<file path="src/rtl/alu_share_arbiter_if.sv">
// Bundle of request, ALU-side and result-side signals around alu_share_arbiter.
// master = requesters / ALU / consumer side, slave = the arbiter itself.
interface alu_share_arbiter_if #(
    parameter int NumReq       = 2,
    parameter int XLEN         = 64,
    parameter int OpWidth      = 8,
    parameter int TransIdWidth = 3
) ();
    localparam int IdxW = (NumReq > 1) ? $clog2(NumReq) : 1;

    logic                           flush_i;
    logic [NumReq-1:0]              req_valid_i;
    logic [NumReq-1:0]              req_ready_o;
    logic [NumReq*OpWidth-1:0]      req_op_i;
    logic [NumReq*XLEN-1:0]         req_operand_a_i;
    logic [NumReq*XLEN-1:0]         req_operand_b_i;
    logic [NumReq*TransIdWidth-1:0] req_trans_id_i;
    logic                           alu_valid_o;
    logic [OpWidth-1:0]             alu_op_o;
    logic [XLEN-1:0]                alu_operand_a_o;
    logic [XLEN-1:0]                alu_operand_b_o;
    logic [XLEN-1:0]                alu_result_i;
    logic                           alu_branch_res_i;
    logic                           out_valid_o;
    logic                           out_ready_i;
    logic [IdxW-1:0]                out_req_idx_o;
    logic [TransIdWidth-1:0]        out_trans_id_o;
    logic [XLEN-1:0]                out_result_o;
    logic                           out_branch_res_o;

    modport master (
        output flush_i, req_valid_i, req_op_i, req_operand_a_i, req_operand_b_i,
               req_trans_id_i, alu_result_i, alu_branch_res_i, out_ready_i,
        input  req_ready_o, alu_valid_o, alu_op_o, alu_operand_a_o, alu_operand_b_o,
               out_valid_o, out_req_idx_o, out_trans_id_o, out_result_o, out_branch_res_o
    );

    modport slave (
        input  flush_i, req_valid_i, req_op_i, req_operand_a_i, req_operand_b_i,
               req_trans_id_i, alu_result_i, alu_branch_res_i, out_ready_i,
        output req_ready_o, alu_valid_o, alu_op_o, alu_operand_a_o, alu_operand_b_o,
               out_valid_o, out_req_idx_o, out_trans_id_o, out_result_o, out_branch_res_o
    );
endinterface

</file>
<file path="src/rtl/alu_share_arbiter.sv">
// Round-robin sharing of one ALU among NumReq issue ports, with a single-entry
// valid/ready result buffer. Define ALU_ARB_PERF_EN to add grant/stall counters.
module alu_share_arbiter #(
    parameter int NumReq       = 2,
    parameter int XLEN         = 64,
    parameter int OpWidth      = 8,
    parameter int TransIdWidth = 3
) (
    input  logic                 clk_i,
    input  logic                 rst_i,
    alu_share_arbiter_if.slave   bus
`ifdef ALU_ARB_PERF_EN
    ,
    output logic [NumReq*32-1:0] perf_grant_cnt_o,
    output logic [31:0]          perf_stall_cnt_o
`endif
);
    localparam int IdxW = (NumReq > 1) ? $clog2(NumReq) : 1;

    logic [OpWidth-1:0]      op_arr_s  [NumReq];
    logic [XLEN-1:0]         a_arr_s   [NumReq];
    logic [XLEN-1:0]         b_arr_s   [NumReq];
    logic [TransIdWidth-1:0] tid_arr_s [NumReq];

    logic [IdxW-1:0]         rr_q, rr_d;
    logic                    out_valid_q, out_valid_d;
    logic [IdxW-1:0]         out_req_idx_q, out_req_idx_d;
    logic [TransIdWidth-1:0] out_trans_id_q, out_trans_id_d;
    logic [XLEN-1:0]         out_result_q, out_result_d;
    logic                    out_branch_res_q, out_branch_res_d;

    logic                    grant_en_s;
    logic                    gnt_found_s;
    logic [IdxW-1:0]         gnt_idx_s;
    logic [IdxW-1:0]         cand_s;
    logic [NumReq-1:0]       gnt_vec_s;
    logic [OpWidth-1:0]      alu_op_s;
    logic [XLEN-1:0]         alu_a_s;
    logic [XLEN-1:0]         alu_b_s;

    for (genvar i = 0; i < NumReq; i++) begin : g_unpack
        assign op_arr_s[i]  = bus.req_op_i[i*OpWidth +: OpWidth];
        assign a_arr_s[i]   = bus.req_operand_a_i[i*XLEN +: XLEN];
        assign b_arr_s[i]   = bus.req_operand_b_i[i*XLEN +: XLEN];
        assign tid_arr_s[i] = bus.req_trans_id_i[i*TransIdWidth +: TransIdWidth];
    end

    // Round-robin search from rr_q, gated by a free result slot, flush and reset
    always_comb begin
        grant_en_s  = (!out_valid_q || bus.out_ready_i) && !bus.flush_i && !rst_i;
        gnt_found_s = 1'b0;
        gnt_idx_s   = '0;
        gnt_vec_s   = '0;
        cand_s      = '0;
        for (int k = 0; k < NumReq; k++) begin
            if (int'(rr_q) + k >= NumReq) begin
                cand_s = IdxW'(int'(rr_q) + k - NumReq);
            end else begin
                cand_s = IdxW'(int'(rr_q) + k);
            end
            if (grant_en_s && !gnt_found_s && bus.req_valid_i[cand_s]) begin
                gnt_found_s       = 1'b1;
                gnt_idx_s         = cand_s;
                gnt_vec_s[cand_s] = 1'b1;
            end else begin
                gnt_found_s = gnt_found_s;
            end
        end
    end

    // ALU operand mux; quiet zeros when nothing is granted
    always_comb begin
        alu_op_s = '0;
        alu_a_s  = '0;
        alu_b_s  = '0;
        if (gnt_found_s) begin
            alu_op_s = op_arr_s[gnt_idx_s];
            alu_a_s  = a_arr_s[gnt_idx_s];
            alu_b_s  = b_arr_s[gnt_idx_s];
        end else begin
            alu_op_s = '0;
        end
    end

    // Next pointer and result buffer; a grant replaces the entry, flush only kills it
    always_comb begin
        rr_d             = rr_q;
        out_valid_d      = out_valid_q;
        out_req_idx_d    = out_req_idx_q;
        out_trans_id_d   = out_trans_id_q;
        out_result_d     = out_result_q;
        out_branch_res_d = out_branch_res_q;
        if (gnt_found_s) begin
            rr_d             = (gnt_idx_s == IdxW'(NumReq - 1)) ? '0 : gnt_idx_s + IdxW'(1);
            out_valid_d      = 1'b1;
            out_req_idx_d    = gnt_idx_s;
            out_trans_id_d   = tid_arr_s[gnt_idx_s];
            out_result_d     = bus.alu_result_i;
            out_branch_res_d = bus.alu_branch_res_i;
        end else if (bus.flush_i || bus.out_ready_i) begin
            out_valid_d = 1'b0;
        end else begin
            out_valid_d = out_valid_q;
        end
    end

    // State registers with synchronous reset
    always_ff @(posedge clk_i) begin
        if (rst_i) begin
            rr_q             <= '0;
            out_valid_q      <= 1'b0;
            out_req_idx_q    <= '0;
            out_trans_id_q   <= '0;
            out_result_q     <= '0;
            out_branch_res_q <= 1'b0;
        end else begin
            rr_q             <= rr_d;
            out_valid_q      <= out_valid_d;
            out_req_idx_q    <= out_req_idx_d;
            out_trans_id_q   <= out_trans_id_d;
            out_result_q     <= out_result_d;
            out_branch_res_q <= out_branch_res_d;
        end
    end

    assign bus.req_ready_o      = gnt_vec_s;
    assign bus.alu_valid_o      = |gnt_vec_s;
    assign bus.alu_op_o         = alu_op_s;
    assign bus.alu_operand_a_o  = alu_a_s;
    assign bus.alu_operand_b_o  = alu_b_s;
    assign bus.out_valid_o      = out_valid_q;
    assign bus.out_req_idx_o    = out_req_idx_q;
    assign bus.out_trans_id_o   = out_trans_id_q;
    assign bus.out_result_o     = out_result_q;
    assign bus.out_branch_res_o = out_branch_res_q;

`ifdef ALU_ARB_PERF_EN
    logic [31:0] grant_cnt_q [NumReq];
    logic [31:0] grant_cnt_d [NumReq];
    logic [31:0] stall_cnt_q, stall_cnt_d;

    // Counters wrap naturally at 2^32; stall means someone asked and nobody won
    always_comb begin
        for (int i = 0; i < NumReq; i++) begin
            grant_cnt_d[i] = grant_cnt_q[i] + {31'd0, gnt_vec_s[i]};
        end
        if ((|bus.req_valid_i) && !gnt_found_s) begin
            stall_cnt_d = stall_cnt_q + 32'd1;
        end else begin
            stall_cnt_d = stall_cnt_q;
        end
    end

    // Counter registers, cleared only by reset
    always_ff @(posedge clk_i) begin
        if (rst_i) begin
            for (int i = 0; i < NumReq; i++) begin
                grant_cnt_q[i] <= 32'd0;
            end
            stall_cnt_q <= 32'd0;
        end else begin
            for (int i = 0; i < NumReq; i++) begin
                grant_cnt_q[i] <= grant_cnt_d[i];
            end
            stall_cnt_q <= stall_cnt_d;
        end
    end

    for (genvar i = 0; i < NumReq; i++) begin : g_perf
        assign perf_grant_cnt_o[i*32 +: 32] = grant_cnt_q[i];
    end
    assign perf_stall_cnt_o = stall_cnt_q;
`endif
endmodule

</file>
<file path="src/flat_wrapper.sv">
// flat-port wrapper written by rule: the top's interface ports become plain ports
module alu_share_arbiter_flat 
#(
    parameter int NumReq       = 2,
    parameter int XLEN         = 64,
    parameter int OpWidth      = 8,
    parameter int TransIdWidth = 3
)
  (clk_i, rst_i, bus_flush_i, bus_req_valid_i, bus_req_op_i, bus_req_operand_a_i, bus_req_operand_b_i, bus_req_trans_id_i, bus_alu_result_i, bus_alu_branch_res_i, bus_out_ready_i, bus_req_ready_o, bus_alu_valid_o, bus_alu_op_o, bus_alu_operand_a_o, bus_alu_operand_b_o, bus_out_valid_o, bus_out_req_idx_o, bus_out_trans_id_o, bus_out_result_o, bus_out_branch_res_o);
  alu_share_arbiter_if #(.NumReq(NumReq), .XLEN(XLEN), .OpWidth(OpWidth), .TransIdWidth(TransIdWidth)) bus_i ();
  input  logic clk_i;
  input  logic rst_i;
  input wire logic [$bits(bus_i.flush_i)-1:0] bus_flush_i;
  input wire logic [$bits(bus_i.req_valid_i)-1:0] bus_req_valid_i;
  input wire logic [$bits(bus_i.req_op_i)-1:0] bus_req_op_i;
  input wire logic [$bits(bus_i.req_operand_a_i)-1:0] bus_req_operand_a_i;
  input wire logic [$bits(bus_i.req_operand_b_i)-1:0] bus_req_operand_b_i;
  input wire logic [$bits(bus_i.req_trans_id_i)-1:0] bus_req_trans_id_i;
  input wire logic [$bits(bus_i.alu_result_i)-1:0] bus_alu_result_i;
  input wire logic [$bits(bus_i.alu_branch_res_i)-1:0] bus_alu_branch_res_i;
  input wire logic [$bits(bus_i.out_ready_i)-1:0] bus_out_ready_i;
  output wire logic [$bits(bus_i.req_ready_o)-1:0] bus_req_ready_o;
  output wire logic [$bits(bus_i.alu_valid_o)-1:0] bus_alu_valid_o;
  output wire logic [$bits(bus_i.alu_op_o)-1:0] bus_alu_op_o;
  output wire logic [$bits(bus_i.alu_operand_a_o)-1:0] bus_alu_operand_a_o;
  output wire logic [$bits(bus_i.alu_operand_b_o)-1:0] bus_alu_operand_b_o;
  output wire logic [$bits(bus_i.out_valid_o)-1:0] bus_out_valid_o;
  output wire logic [$bits(bus_i.out_req_idx_o)-1:0] bus_out_req_idx_o;
  output wire logic [$bits(bus_i.out_trans_id_o)-1:0] bus_out_trans_id_o;
  output wire logic [$bits(bus_i.out_result_o)-1:0] bus_out_result_o;
  output wire logic [$bits(bus_i.out_branch_res_o)-1:0] bus_out_branch_res_o;
  assign bus_i.flush_i = bus_flush_i;
  assign bus_i.req_valid_i = bus_req_valid_i;
  assign bus_i.req_op_i = bus_req_op_i;
  assign bus_i.req_operand_a_i = bus_req_operand_a_i;
  assign bus_i.req_operand_b_i = bus_req_operand_b_i;
  assign bus_i.req_trans_id_i = bus_req_trans_id_i;
  assign bus_i.alu_result_i = bus_alu_result_i;
  assign bus_i.alu_branch_res_i = bus_alu_branch_res_i;
  assign bus_i.out_ready_i = bus_out_ready_i;
  assign bus_req_ready_o = bus_i.req_ready_o;
  assign bus_alu_valid_o = bus_i.alu_valid_o;
  assign bus_alu_op_o = bus_i.alu_op_o;
  assign bus_alu_operand_a_o = bus_i.alu_operand_a_o;
  assign bus_alu_operand_b_o = bus_i.alu_operand_b_o;
  assign bus_out_valid_o = bus_i.out_valid_o;
  assign bus_out_req_idx_o = bus_i.out_req_idx_o;
  assign bus_out_trans_id_o = bus_i.out_trans_id_o;
  assign bus_out_result_o = bus_i.out_result_o;
  assign bus_out_branch_res_o = bus_i.out_branch_res_o;
  alu_share_arbiter #(.NumReq(NumReq), .XLEN(XLEN), .OpWidth(OpWidth), .TransIdWidth(TransIdWidth)) u_core (.clk_i(clk_i), .rst_i(rst_i), .bus(bus_i));
endmodule
</file>
<file path="config.mk">
export PLATFORM = sky130hd
export DESIGN_NAME = alu_share_arbiter_flat
export DESIGN_NICKNAME = d
export VERILOG_FILES = /design/src/rtl/alu_share_arbiter_if.sv /design/src/rtl/alu_share_arbiter.sv /design/src/flat_wrapper.sv
export SDC_FILE = /design/constraint.sdc
export NUM_CORES = 1
export LEC_CHECK = 0
export ABC_AREA = 1
export BUFFER_PORTS_ARGS = -buffer_cell sky130_fd_sc_hd__buf_2
export CAP_MARGIN = 25
export CORE_AREA = 2 2 217 219
export DETAILED_ROUTE_END_ITERATION = 12
export DIE_AREA = 0 0 219 221
export HOLD_SLACK_MARGIN = 0.1
export PLACE_DENSITY = 0.39
export SKIP_CTS_REPAIR_TIMING = 1
export SYNTH_ARGS = -nofsm -noshare
export SYNTH_HDL_FRONTEND = slang
export SYNTH_SLANG_ARGS = --single-unit
</file>
<file path="constraint.sdc">
create_clock -name clk_i -period 2.94 [get_ports clk_i]
set_input_delay 0.294 -clock clk_i [delete_from_list [all_inputs] [get_ports clk_i]]
set_output_delay 0.294 -clock clk_i [all_outputs]
set_load 0.05 [all_outputs]
</file>
* Yosys cells after proc, flatten, opt, wreduce, memory -nomap -nowiden *
Cells that the tools add are included.

storage, ports and cells
  register bits after elaboration = 71
  input bits = 349
  output and inout port bits = 209
  logic and storage cells = 68

operators by class
  $add $sub $neg = 4
  $lt $le $gt $ge = 7
  multiplexer cells = 34
  bitwise logic cells = 2
  reductions and logical operators = 15

operator list
  cell                                                        count
  2-to-1 mux 64 bit                                           8
  2-to-1 mux 8 bit                                            4
  2-to-1 mux 1 bit                                            15
  2-to-1 mux 3 bit                                            3
  logical AND 1 bit                                           7
  >= comparator 2 bit, second input constant                  2
  zero test 1 bit                                             4
  less-than comparator 1 x 2 -> 1 bit, second input constant  2
  2-to-1 mux 2 bit                                            2
  adder 1 x 1 -> 2 bit, second input constant                 1
  demux 1 bit (select 1 bit)                                  2
  >= comparator 1 bit, second input constant                  2
  >= comparator 1 x 2 -> 1 bit, second input constant         1
  logical OR 1 bit                                            2
  inverter 1 -> 2 bit                                         1
  OR 2 bit                                                    1
  nonzero test 2 bit                                          1
  OR reduction 2 bit                                          1
  subtractor 1 bit, second input constant                     2
  adder 1 bit, second input constant                          1

* Longest topological paths before layout *
  depth after elaboration = 15
  mapped depth = 10
  gate-level depth less buffers = 7

* Worst setup path before layout *
No wires, ideal clock.

  kind = flip-flop to output port
  start point = reg u_core.out_valid_q (netlist: u_core.bus.out_valid_o)
  end point = out bus_alu_op_o[0]
  data arrival time = 1.759 ns
  required time = 2.646 ns
  slack = 0.887 ns
  stages on the path, launching flop included = 10
  buffers on the path = 2
  cells stage by stage = dfxtp_1 -> inv_1 -> nor2_1 -> nor2_4 -> nand2_2 -> inv_2 -> buf_4 -> buf_4 -> nand2_1 -> nand2_1

between the ends
  longest elaborated chain between the ends = 15
  elaborated cells between the ends (all ways) = 17
  classes of those cells = 8 x mux; 1 x bitwise; 8 x reduce/logical

RTL lines
  what                                                 line                      text
  start, declared                                      alu_share_arbiter.sv:26   logic out_valid_q, out_valid_d;
  start signal, assigned                               alu_share_arbiter.sv:118  out_valid_q <= out_valid_d;
  zero test 1 bit (*)                                  alu_share_arbiter.sv:50   grant_en_s = (!out_valid_q || bus.out_ready_i) && !bus.flush_i && !rst_i;
  logical OR 1 bit (*)                                 alu_share_arbiter.sv:50
  logical AND 1 bit (*) (2 in a row)                   alu_share_arbiter.sv:50
  logical AND 1 bit                                    alu_share_arbiter.sv:61   if (grant_en_s && !gnt_found_s && bus.req_valid_i[cand_s]) begin
  2-to-1 mux 1 bit                                     alu_share_arbiter.sv:61
  zero test 1 bit                                      alu_share_arbiter.sv:61
  logical AND 1 bit (2 in a row)                       alu_share_arbiter.sv:61
  2-to-1 mux 1 bit                                     alu_share_arbiter.sv:61
  inverter 1 -> 2 bit (not written as such)            alu_share_arbiter.sv:77   alu_op_s = op_arr_s[gnt_idx_s];
  2-to-1 mux 8 bit (not written as such) (3 in a row)  alu_share_arbiter.sv:77
  2-to-1 mux 8 bit (*)                                 alu_share_arbiter.sv:76   if (gnt_found_s) begin
  end, declared                                        flat_wrapper.sv:24        output wire logic [$bits(bus_i.alu_op_o)-1:0] bus_alu_op_o;

Mark *: on every way between the ends. The rest lies on a longest branch, timed or not. The select of a mux whose other input is x is not followed.

* Final worst setup path *
  start point = reg u_core.rr_q
  end point = out bus_alu_operand_a_o[28]

between the ends
  longest elaborated chain between the ends = 15
  elaborated cells between the ends (all ways) = 24
  classes of those cells = 3 x add/sub; 2 x order compare; 14 x mux; 1 x bitwise; 4 x reduce/logical

RTL lines
  what                                                              line                                              text
  start, declared                                                   alu_share_arbiter.sv:25                           logic [IdxW-1:0] rr_q, rr_d;
  start signal, assigned                                            alu_share_arbiter.sv:117                          rr_q <= rr_d;
  >= comparator 1 x 2 -> 1 bit or subtractor 1 bit (tied branches)  alu_share_arbiter.sv:56, alu_share_arbiter.sv:57
  2-to-1 mux 1 bit                                                  alu_share_arbiter.sv:56                           if (int'(rr_q) + k >= NumReq) begin
  2-to-1 mux 1 bit (not written as such) (2 in a row)               alu_share_arbiter.sv:61
  logical AND 1 bit                                                 alu_share_arbiter.sv:61
  2-to-1 mux 1 bit                                                  alu_share_arbiter.sv:61
  zero test 1 bit                                                   alu_share_arbiter.sv:61
  logical AND 1 bit (2 in a row)                                    alu_share_arbiter.sv:61
  2-to-1 mux 1 bit                                                  alu_share_arbiter.sv:61
  inverter 1 -> 2 bit (not written as such)                         alu_share_arbiter.sv:78                           alu_a_s = a_arr_s[gnt_idx_s];
  2-to-1 mux 64 bit (not written as such) (3 in a row)              alu_share_arbiter.sv:78
  2-to-1 mux 64 bit (*)                                             alu_share_arbiter.sv:76
  end, declared                                                     flat_wrapper.sv:25                                output wire logic [$bits(bus_i.alu_operand_a_o)-1:0] bus_alu_operand_a_o;

Marked as above.

==> summary.md <==
| Metric | Value |
|---|---|
| M2 GR Usage | 20.0% |
| Crit path cell chain | nor2_1, nor2_1, nand2_2, inv_4, buf_4, nand2_1, nand2_1, buf_2 |
| DR pass1 iterations | 5 |
| CP max stage cell | buf_4 |
| Avg WL per Cell | 14.6 um |
| CTS Sinks | 71 |
| Max Cap Viol | 0 |
| Critical path peak fanout | 42 |
| Fin util | 17.3% |
| Fin. Hold Viols | 0 |
| Avg Cell Area, Syn | 5.65 um^2 |
| Adder-Cell Fraction of Synth Area | 0% |
| Worst Path Buf+Inv | 3 |
| Finish-stage setup viols | 0 |
| Fin Setup TNS | 0 ns |
| Multi-input gate area | 2500 um^2 |
| Share of layout cells above drive strength 1 | 45.3% |
| Status | finished clean |
| Mapped Cells | 770 |
| CTS tree | yes |
| Core area | 46100 um^2 |
| # fillers | 5427 |
| Main combinational cell family by area after synthesis | simple AND/OR/NAND/NOR gates |
| Synth Area in Compound Gates | 7.97% |
| Cell Pwr Density | 414 nW/um^2 |
| Worst path max stage delay | 0.39 ns |
| Synth Area in XOR/XNOR | 0% |
| Post-route minimum period | 2.64 ns |
| Data required, critical path | 2.65 ns |
| Area growth syn-to-layout | 83.4% |
| Initial antenna violation count | 9 |
| Grt met1 use | 11.1% |
| Die height | 221 um |
| Worst slew margin | 48.0% |
| Reg area | 1420 um^2 |
| Root Driver | clkbuf_16 |
| Synthesis warning total | 0 |
| Max Fclk | 378 MHz |
| Die Span X | 219 um |
| Bufs on Longest Clock Path | 2 |
| Synth area leaders | nand2_1 (47%), dfxtp_1 (33%), a21oi_1 (7.8%) |
| Sequential fraction of the synthesis area | 32.7% |
| CP Capture Type | output port |
| Total GRT Usage | 10.6% |
| Static Leak | 0.00473 uW |
| Setup Crit Path Kind | flip-flop to output port |
| Largest delay contributor family on the critical path | simple AND/OR/NAND/NOR gates |
| Synth Net Count | 1119 |
| Global-route wire length before repair | 38600 um |
| Mapped Area | 4350 um^2 |
| Worst Hold Class | input pin to flip-flop |
| Mux cell area share after synthesis | 0% |
| Post-synthesis register bit count | 71 |
| Number of global-route vias before repair | 6450 |
| IO Port Bufs | 557 |
| H-tree Lvls | 3 |
| Hpwl dp | 23300 um |
| Synth Area in Simple Gates | 49.6% |
| Worst-margin pin slew | 0.780 ns |
| Crit start category | flip-flop |
| RSZ-0062 raised after global routing | no |
| Grt peak-use layer | met2 |
| Die ar. | 48400 um^2 |
| Drt first-iter violations | 274 |
| Final Max Tran Viols | 0 |
| Number of buffers created by CTS | 9 |
| Final wirelength | 28000 um |
| Initial Util | 9.44% |
| Global route overflow | 0 |
| Site Rows | 79 |
| Unique masters post-synth | 16 |
| Via/cell ratio | 3.50 |
| GR Util met3 | 3.59% |
| Clk_lat worst skew | 0.34 ns |
| Largest net degree at the start of global routing | 96 |
| Most common cell after layout, fill and taps aside | buf_2 |
| Yosys top cell by area | nand2_1 |
| Post-synth top area share | 47.3% |
| Clk slew on worst S/H paths | 0.06 ns |
| Nets | 1644 |
| Final period utilization | 89.9% |
| Final GP Congestion | 0.831 |
| Remaining antenna violation count | 0 |
| VDD IR max | 0.274 mV |
| Setup Skew | 0.00785 ns |
| I/O pins | 558 |
| DRC Markers | 0 |
| Most frequent cells in the layout | buf_2 (557), nand2_1 (548), dfxtp_1 (71), a21oi_1 (68) |
| CP Data Arrival Time | 2.35 ns |
| Min Hold Slack | 0.203 ns |
| Vias | 6680 |
==> metal layers <==
layer / up-vias / part of all wire (%)
met3: 15 / 11
li1: 3395 / -
met2: 321 / 51
met1: 2947 / 37
met4: 2 / 1.0
met5: - / 0.025
==> worst min-delay path, delay by kind of cell <==
family / cells / cell delay [ns]
compound gates: 1 / 0.05
buf+inv: 1 / 0.09
simple gates: 1 / 0.05
==> sequential cells by signal (all words and copies together) (netlist names) <==
signal / flops
u_core.bus.out_branch_res_o: 1
u_core.bus.out_req_idx_o: 1
u_core.bus.out_result_o: 64
u_core.bus.out_trans_id_o: 3
u_core.bus.out_valid_o: 1
u_core.rr_q: 1
==> report_power, final <==
group	switching (uW)	internal (uW)
Combinational	743	315
Sequential	20.7	1000
Clock	447	772
Total	1210	2090
==> synth_stat cells <==
library cell / count
a21oi_1: 68
a31oi_1: 1
buf_2: 5
buf_4: 19
buf_6: 14
clkbuf_1: 14
clkinv_2: 1
dfxtp_1: 71
inv_1: 8
inv_2: 3
nand2_1: 548
nand2_2: 3
nand3_1: 9
nand3_2: 1
nor2_1: 4
nor2_4: 1
==> stage by stage <==
stage	cell area, um^2	power, uW	cells	setup WS [ns]
finish	7980	3300	1911	0.297
global route	7970	3480	1910	0.159
CTS	7970	3380	1907	0.227
detailed placement	7640	2120	1891	0.433
global placement	7640	2120	1891	0.480
floorplan	4350	1700	770	0.887
==> cell type report <==
type	count	area share, %
Timing Repair Buffer	566	36.4
Clock buffer	12	3.09
Tap cell	607	9.52
Antenna cell	4	0.126
Inverter	12	0.643
Multi-Input combinational cell	635	31.4
Sequential cell	71	17.8
Clock inverter	4	0.973
==> path summary, 6_finish.rpt <==
kind	from	to	slack, ns	cells past startpoint
max reg2reg	u_core.bus.out_valid_o$_SDFFE_PP0P_	u_core.bus.out_trans_id_o[1]$_SDFFE_PP0P_	1.42	7
max	u_core.rr_q$_SDFFE_PP0P_	bus_alu_operand_a_o[28]	0.30	8
min	bus_alu_result_i[12]	u_core.bus.out_result_o[12]$_SDFFE_PP0P_	0.20	3
min reg2reg	u_core.bus.out_result_o[21]$_SDFFE_PP0P_	u_core.bus.out_result_o[21]$_SDFFE_PP0P_	0.46	2
==> kinds of logic after synthesis <==
logic type / after synthesis
AND/OR/NAND/NOR: 566
AO/OA/AOI/OAI: 69
buffers and inverters: 64
flip-flops: 71
(Power assumes the default switching activity.)
